--- src/rtl/regfile_scoreboard.sv ---
// -----------------------------------------------------------------------------
// regfile_scoreboard
//   Integer register file for the RV32I core with a per-register pending-write
//   scoreboard. Decode/issue reads operands and marks destinations busy.
//   Writeback stores results and clears the busy bit of the written register.
//
// Ports
//   clk, rst      rising-edge clock, synchronous active-high reset
//   wright_en     writeback write enable
//   wright_reg    writeback destination index
//   wright_data   writeback data
//   issue_en      an instruction with a destination is issued this cycle
//   issue_reg     destination index of that instruction
//   rs1_addr      read port 1 index
//   rs2_addr      read port 2 index
//   rs1_data      read port 1 data (asynchronous)
//   rs2_data      read port 2 data (asynchronous)
//   rs1_busy      pending write exists for rs1_addr
//   rs2_busy      pending write exists for rs2_addr
//   choose_reg    one-hot decoded write select (combinational)
//   busy_vec      current scoreboard bits
//
// Optional build macro
//   WRITE_BYPASS_EN  forwards wright_data to a matching read port in the
//                    write cycle and masks that port's busy flag.
//
// Interface contract: wright_en and issue_en are single-cycle qualifiers
// sampled at the rising edge. The block has no backpressure and accepts both
// every cycle. When the set and the clear of a busy bit land on the same index
// in the same cycle, the set wins. The newly issued producer is still
// outstanding.
// -----------------------------------------------------------------------------
module regfile_scoreboard #(
  parameter int WIDTH    = 32,
  parameter int ADDR_W   = 5,
  parameter int ZERO_REG = 1,
  localparam int DEPTH   = 2 ** ADDR_W
) (
  input  logic              clk,
  input  logic              rst,
  input  logic              wright_en,
  input  logic [ADDR_W-1:0] wright_reg,
  input  logic [WIDTH-1:0]  wright_data,
  input  logic              issue_en,
  input  logic [ADDR_W-1:0] issue_reg,
  input  logic [ADDR_W-1:0] rs1_addr,
  input  logic [ADDR_W-1:0] rs2_addr,
  output logic [WIDTH-1:0]  rs1_data,
  output logic [WIDTH-1:0]  rs2_data,
  output logic              rs1_busy,
  output logic              rs2_busy,
  output logic [DEPTH-1:0]  choose_reg,
  output logic [DEPTH-1:0]  busy_vec
);

  localparam bit ZR = (ZERO_REG != 0);

  logic [WIDTH-1:0] regs [DEPTH];
  logic [DEPTH-1:0] busy_q;
  logic [DEPTH-1:0] set_mask;
  logic [DEPTH-1:0] busy_d;

  // Write select and issue decode. Both are forced off at index 0 when x0 is
  // hardwired, so x0 is never written and never marked busy.
  always_comb begin
    choose_reg = '0;
    set_mask   = '0;
    for (int i = 0; i < DEPTH; i++) begin
      if (wright_en && (wright_reg == ADDR_W'(i))) choose_reg[i] = 1'b1;
      if (issue_en  && (issue_reg  == ADDR_W'(i))) set_mask[i]   = 1'b1;
    end
    if (ZR) begin
      choose_reg[0] = 1'b0;
      set_mask[0]   = 1'b0;
    end
    // The clear is applied first and the set is OR-ed afterwards, so the set
    // wins on an index collision.
    busy_d = (busy_q & ~choose_reg) | set_mask;
  end

  always_ff @(posedge clk) begin
    if (rst) begin
      for (int i = 0; i < DEPTH; i++) regs[i] <= '0;
      busy_q <= '0;
    end else begin
      for (int i = 0; i < DEPTH; i++) begin
        if (choose_reg[i]) regs[i] <= wright_data;
      end
      busy_q <= busy_d;
    end
  end

  logic             rs1_zero;
  logic             rs2_zero;
  logic [WIDTH-1:0] rs1_stored;
  logic [WIDTH-1:0] rs2_stored;

  always_comb begin
    rs1_zero   = ZR && (rs1_addr == '0);
    rs2_zero   = ZR && (rs2_addr == '0);
    rs1_stored = rs1_zero ? '0 : regs[rs1_addr];
    rs2_stored = rs2_zero ? '0 : regs[rs2_addr];
  end

`ifdef WRITE_BYPASS_EN
  logic rs1_hit;
  logic rs2_hit;

  // A write in flight to a read index is forwarded. Its busy flag is masked
  // because the value is available now. The exception is a new producer
  // issued to the same index in this cycle.
  always_comb begin
    rs1_hit  = wright_en && (wright_reg == rs1_addr) && !rs1_zero;
    rs2_hit  = wright_en && (wright_reg == rs2_addr) && !rs2_zero;
    rs1_data = rs1_hit ? wright_data : rs1_stored;
    rs2_data = rs2_hit ? wright_data : rs2_stored;
    rs1_busy = busy_q[rs1_addr];
    rs2_busy = busy_q[rs2_addr];
    if (rs1_hit && !(issue_en && (issue_reg == rs1_addr))) rs1_busy = 1'b0;
    if (rs2_hit && !(issue_en && (issue_reg == rs2_addr))) rs2_busy = 1'b0;
  end
`else
  always_comb begin
    rs1_data = rs1_stored;
    rs2_data = rs2_stored;
    rs1_busy = busy_q[rs1_addr];
    rs2_busy = busy_q[rs2_addr];
  end
`endif

  assign busy_vec = busy_q;

endmodule

--- config.mk ---
export PLATFORM = sky130hd
export DESIGN_NAME = regfile_scoreboard
export DESIGN_NICKNAME = d
export VERILOG_FILES = /design/src/rtl/regfile_scoreboard.sv
export SDC_FILE = /design/constraint.sdc
export NUM_CORES = 2
export LEC_CHECK = 0
export CORE_ASPECT_RATIO = 1.75
export CORE_MARGIN = 5
export CORE_UTILIZATION = 66
export CTS_CLUSTER_SIZE = 28
export DETAILED_ROUTE_END_ITERATION = 8
export HOLD_SLACK_MARGIN = 0.02
export PLACE_DENSITY = 0.85
export SLEW_MARGIN = 20
export SYNTH_ARGS = -nofsm -noshare
export SYNTH_HDL_FRONTEND = slang
export SYNTH_SLANG_ARGS = --single-unit
--- constraint.sdc ---
create_clock -name clk -period 7.1 [get_ports clk]
set_input_delay 0.71 -clock clk [delete_from_list [all_inputs] [get_ports clk]]
set_output_delay 0.71 -clock clk [all_outputs]
set_load 0.02 [all_outputs]
==> results.txt <==
----------------------------------------------------
[Finish]
  Share of post-route cells with drive strength above 1 ... 24.61%
  Nets ... 3,378
  Area growth from synthesis to layout ... 10.81%
  Number of non-filler instances in the completed layout ... 4,413
  Number of inserted filler cells in the final layout ... 4,193
  Post-route core utilization ... 73.48%

[Run]
  Total of max-cap violations ... 0

[Timing]
  Final max-slew violation count ... 0
  Headroom to the max-slew limit ... 19.23%
  Unrepaired setup endpoints after global routing ... no
  Max Freq ... 0.1873 GHz
  Clock period minus worst slack ... 5.338 ns
  Final setup violation count ... 0
  Portion of the clock cycle consumed by the worst path in the final layout ... 75.19%
  Post-Route Setup TNS ... 0 ns
  Slew at the pin closest to its max-slew limit ... 1.212 ns
  Maximum clock skew at final layout ... 0 ns
  Count of final hold-check violations ... 0

[Synth]
  Syn Std Cell Area ... 50,360 um^2
  Number of instances in the synthesized netlist ... 3,276
  Syn. warnings ... 0
  Number of enable flip-flop cells after synthesis ... 992
  Sequential fraction of the synthesis area ... 60.38%
  Avg Synthesized Cell Area ... 15.37 um^2
  Synthesized flop and latch total ... 1,023
  Count of different cell masters after synthesis ... 49
  Post-synthesis async set-or-reset flop share ... 0%
  Top_reg_cell synth ... edfxtp_1

[Clock tree]
  Quantity of hold-fixing buffers added after cts ... 0
  Number of H-tree levels ... 3
  Clk sinks ... 1,023
  Post-CTS clock slew at the launch and capture registers of the worst setup and hold paths ... 0.07 ns
  Clock Path Buffers ... 3
  TritonCTS clock tree ... done
  Clock insertion delay at the later pin of the skew report ... 0.69 ns
  Buffer count from post-CTS setup fixing ... 0
  Resized Gates After CTS ... 0
  CTS root buffer ... clkbuf_16
  Total clock buffers created by CTS ... 87

[Hold path]
  Number of cells on the worst hold path ... 2
  Capture endpoint of the worst hold path ... busy_vec[31]
  Worst Min Path Start ... busy_vec[31]
  Worst min path class ... flop to flop

[Worst setup path]
  Nature of the critical path startpoint ... input port
  Slowest-stage cell, CP ... nor2b_4
  Top Family by Delay on Critical Path ... buffers and inverters
  CP Max Fanout ... 49
  Buffer and inverter count on the worst path ... 3
  Worst-case reg-to-reg path depth ... 2
  CP endpoint kind ... output port
  Worst path cell trace ... buf_4, nor2b_4, buf_4, a22oi_1, a21boi_1, a211o_1, clkdlybuf4s50_1
  Required time at the worst-slack endpoint ... 6.39 ns
  Critical register-to-register path startpoint ... busy_vec[3]
  Critical path's most frequent cell ... buf_4
  Endpoint of the worst-slack reg-to-reg timing path ... busy_vec[3]
  Slack of the worst reg-to-reg path ... 6.01 ns
  Critical path class ... input port to output port
  Critical Path AT ... 4.63 ns
  Highest cell delay on the worst timing path ... 1.08 ns

[Route]
  Vias per Instance ... 8.342
  Initial detailed-routing violation count ... 8,024
  Overall routed net length ... 184,300 um
  Wire length per cell ... 41.76 um
  Antenna-violating nets left ... 0
  Number of remaining DRC errors ... 1
  Vias ... 36,813
  Initial DRT Pass Iterations ... 7

[Placement]
  Detailed placer's ending HPWL ... 103,500 um
  GPL Wtd Cong ... 0.9172
  Number of buffers inserted by port buffering ... 183
  Dpl cells ... 4,253

[Die]
  Row count ... 134
  Initial Utilization ... 66.31%
  Die height ... 375.4 um
  Core footprint ... 75,950 um^2
  Die width ... 218.8 um
  Die ar. ... 82,150 um^2
  # IOs ... 186

[Global routing]
  Number of global-route vias before repair ... 37,500
  GRT Overall Usage ... 44.46%
  Wire length of the first global-routing pass ... 257,800 um
  Grt ovf ... 0
  Pin count of the biggest net entering global routing ... 140
  Number of antenna violations at the first check in global routing ... 7

[Outcome]
  Result of the run ... complete, but fails checks
  Failing checks ... design-rule violations

[Power]
  Power density of the placed cells ... 253.9 nW/um^2
  Leakage ... 18.53 nW
  Highest ir drop seen on vdd ... 0.1880 mV

----------------------------------------------------
-- synth_stat cells, types with 2 or more instances --
master / n / area (um^2)
a211o_1: 31 / 271.5
a211oi_1: 20 / 150.1
a21boi_1: 31 / 232.7
a221o_1: 20 / 200.2
a221oi_1: 16 / 140.1
a22o_1: 8 / 70.07
a22oi_1: 113 / 848.3
a31o_2: 2 / 17.52
a31oi_1: 19 / 118.9
a32o_1: 2 / 20.02
and2_1: 5 / 31.28
buf_1: 24 / 90.09
buf_2: 58 / 290.3
buf_4: 28 / 210.2
buf_6: 11 / 123.9
clkbuf_1: 191 / 716.9
dfxtp_1: 31 / 620.6
edfxtp_1: 992 / 29790
inv_1: 78 / 292.8
mux2_2: 108 / 1216
mux2i_1: 47 / 470.5
mux4_2: 448 / 10090
nand2_1: 118 / 442.9
nand2b_1: 28 / 175.2
nand3_1: 16 / 80.08
nand4b_1: 2 / 17.52
nand4bb_1: 3 / 33.78
nor2_1: 629 / 2361
nor2b_1: 11 / 68.82
nor3_1: 15 / 75.07
nor3b_1: 2 / 15.01
o21ai_0: 34 / 170.2
o21ai_1: 29 / 145.1
o221ai_1: 2 / 17.52
o22ai_1: 45 / 281.5
o31a_1: 11 / 96.34
o31ai_1: 3 / 22.52
o32a_1: 2 / 20.02
o32ai_1: 21 / 183.9
or2_2: 13 / 81.33
-- registers in the layout (all words and copies together) (netlist names) --
register,count
regs,992
busy_vec,31
-- where the power goes --
| part | internal [mW] | switching, mW |
|---|---|---|
| combinational | 0.824 | 1.21 |
| sequential | 7.06 | 0.239 |
| clock | 2.62 | 2.21 |
-- routing by layer --
metal  part of all wire (%)  GRT usage (%)  vias up
li1                       -              -    12999
met1                     27          51.83    17436
met2                     44          64.64     4826
met3                     18          18.05     1546
met4                     12          36.55        6
met5                  0.020              0        -
-- cells by family (layout without fill, tap and decap cells) --
kind of cell	Yosys count	after routing	synth area share (%)
and+or+nand+nor	846	846	6.775
buffers and inverters	391	499	3.431
muxes	603	603	23.38
other	1	10	0.007446
AOI/OAI and AO/OA	412	412	6.025
DFF	1023	1023	60.38
-- through the flow --
step / hold WS, ns / cell area [um^2] / setup WS (ns) / total power [mW]
4_1_cts: 0.5074 / 55780 / 2.109 / 13.99
2_1_floorplan: 0.5485 / 50370 / 2.996 / 8.529
3_5_place_dp: 0.4934 / 53030 / 2.104 / 9.322
3_3_place_gp: 0.4898 / 53030 / 2.116 / 9.218
6_report: 0.5074 / 55810 / 1.762 / 14.17
5_1_grt: 0.5494 / 55790 / 1.869 / 14.38
-- worst register-to-register path: stages (launching register included) --
cell and delay, ns:
dfxtp_1 0.63, inv_1 0.16, o22ai_1 0.22
-- cell usage in the layout (no fill, tap or decap), types with 5 or more instances in the layout --
cell             instances
nor2_1                 627
o32ai_1                 21
nand2b_1                26
nand2_2                 14
dfxtp_1                 31
clkinv_1                21
a31oi_1                 19
a221oi_1                16
o31a_1                  11
nand2_4                  7
mux2_2                 108
a22o_1                   8
clkinv_2                16
inv_1                   75
o22ai_1                 45
mux4_2                 448
nor2b_1                  5
clkbuf_1                15
a211oi_1                20
a21boi_1                31
nand2_1                 97
o21ai_1                 29
clkbuf_16               89
or2_2                   13
bufinv_16                9
diode_2                  8
a211o_1                 31
edfxtp_1               992
a221o_1                 20
clkdlybuf4s50_1        174
o21ai_0                 22
mux2i_1                 47
nor3_1                  15
nand3_1                 13
buf_4                   82
o21ai_4                 12
a22oi_1                113
-- area by class of cell --
type                            instances  area, um^2  share of cell area, %
Tap cell                             1020        1276                  2.287
Multi-Input combinational cell       1863       18520                  33.19
Sequential cell                      1023       30410                  54.49
Inverter                               79       297.8                 0.5336
Clock buffer                          105        2297                  4.116
Timing Repair Buffer                  268        2530                  4.533
Antenna cell                            8       20.02                0.03587
Clock inverter                         47       451.7                 0.8094
-- how the worst max path moves through the flow --
| stage | start | to | slack (ns) | cells past startpoint |
|---|---|---|---|---|
| floorplan | wright_reg[2] | regs[18][0] | 3.00 | 4 |
| global route | rs1_addr[0] | rs1_data[31] | 1.87 | 7 |
| detailed placement | rs2_addr[0] | rs2_data[28] | 2.10 | 7 |
| global placement | rs1_addr[0] | rs1_data[31] | 2.12 | 7 |
| CTS | rs2_addr[0] | rs2_data[28] | 2.11 | 7 |
| finish | rs1_addr[1] | rs1_data[25] | 1.76 | 7 |
Note: power is estimated with default switching activity, not from simulation.
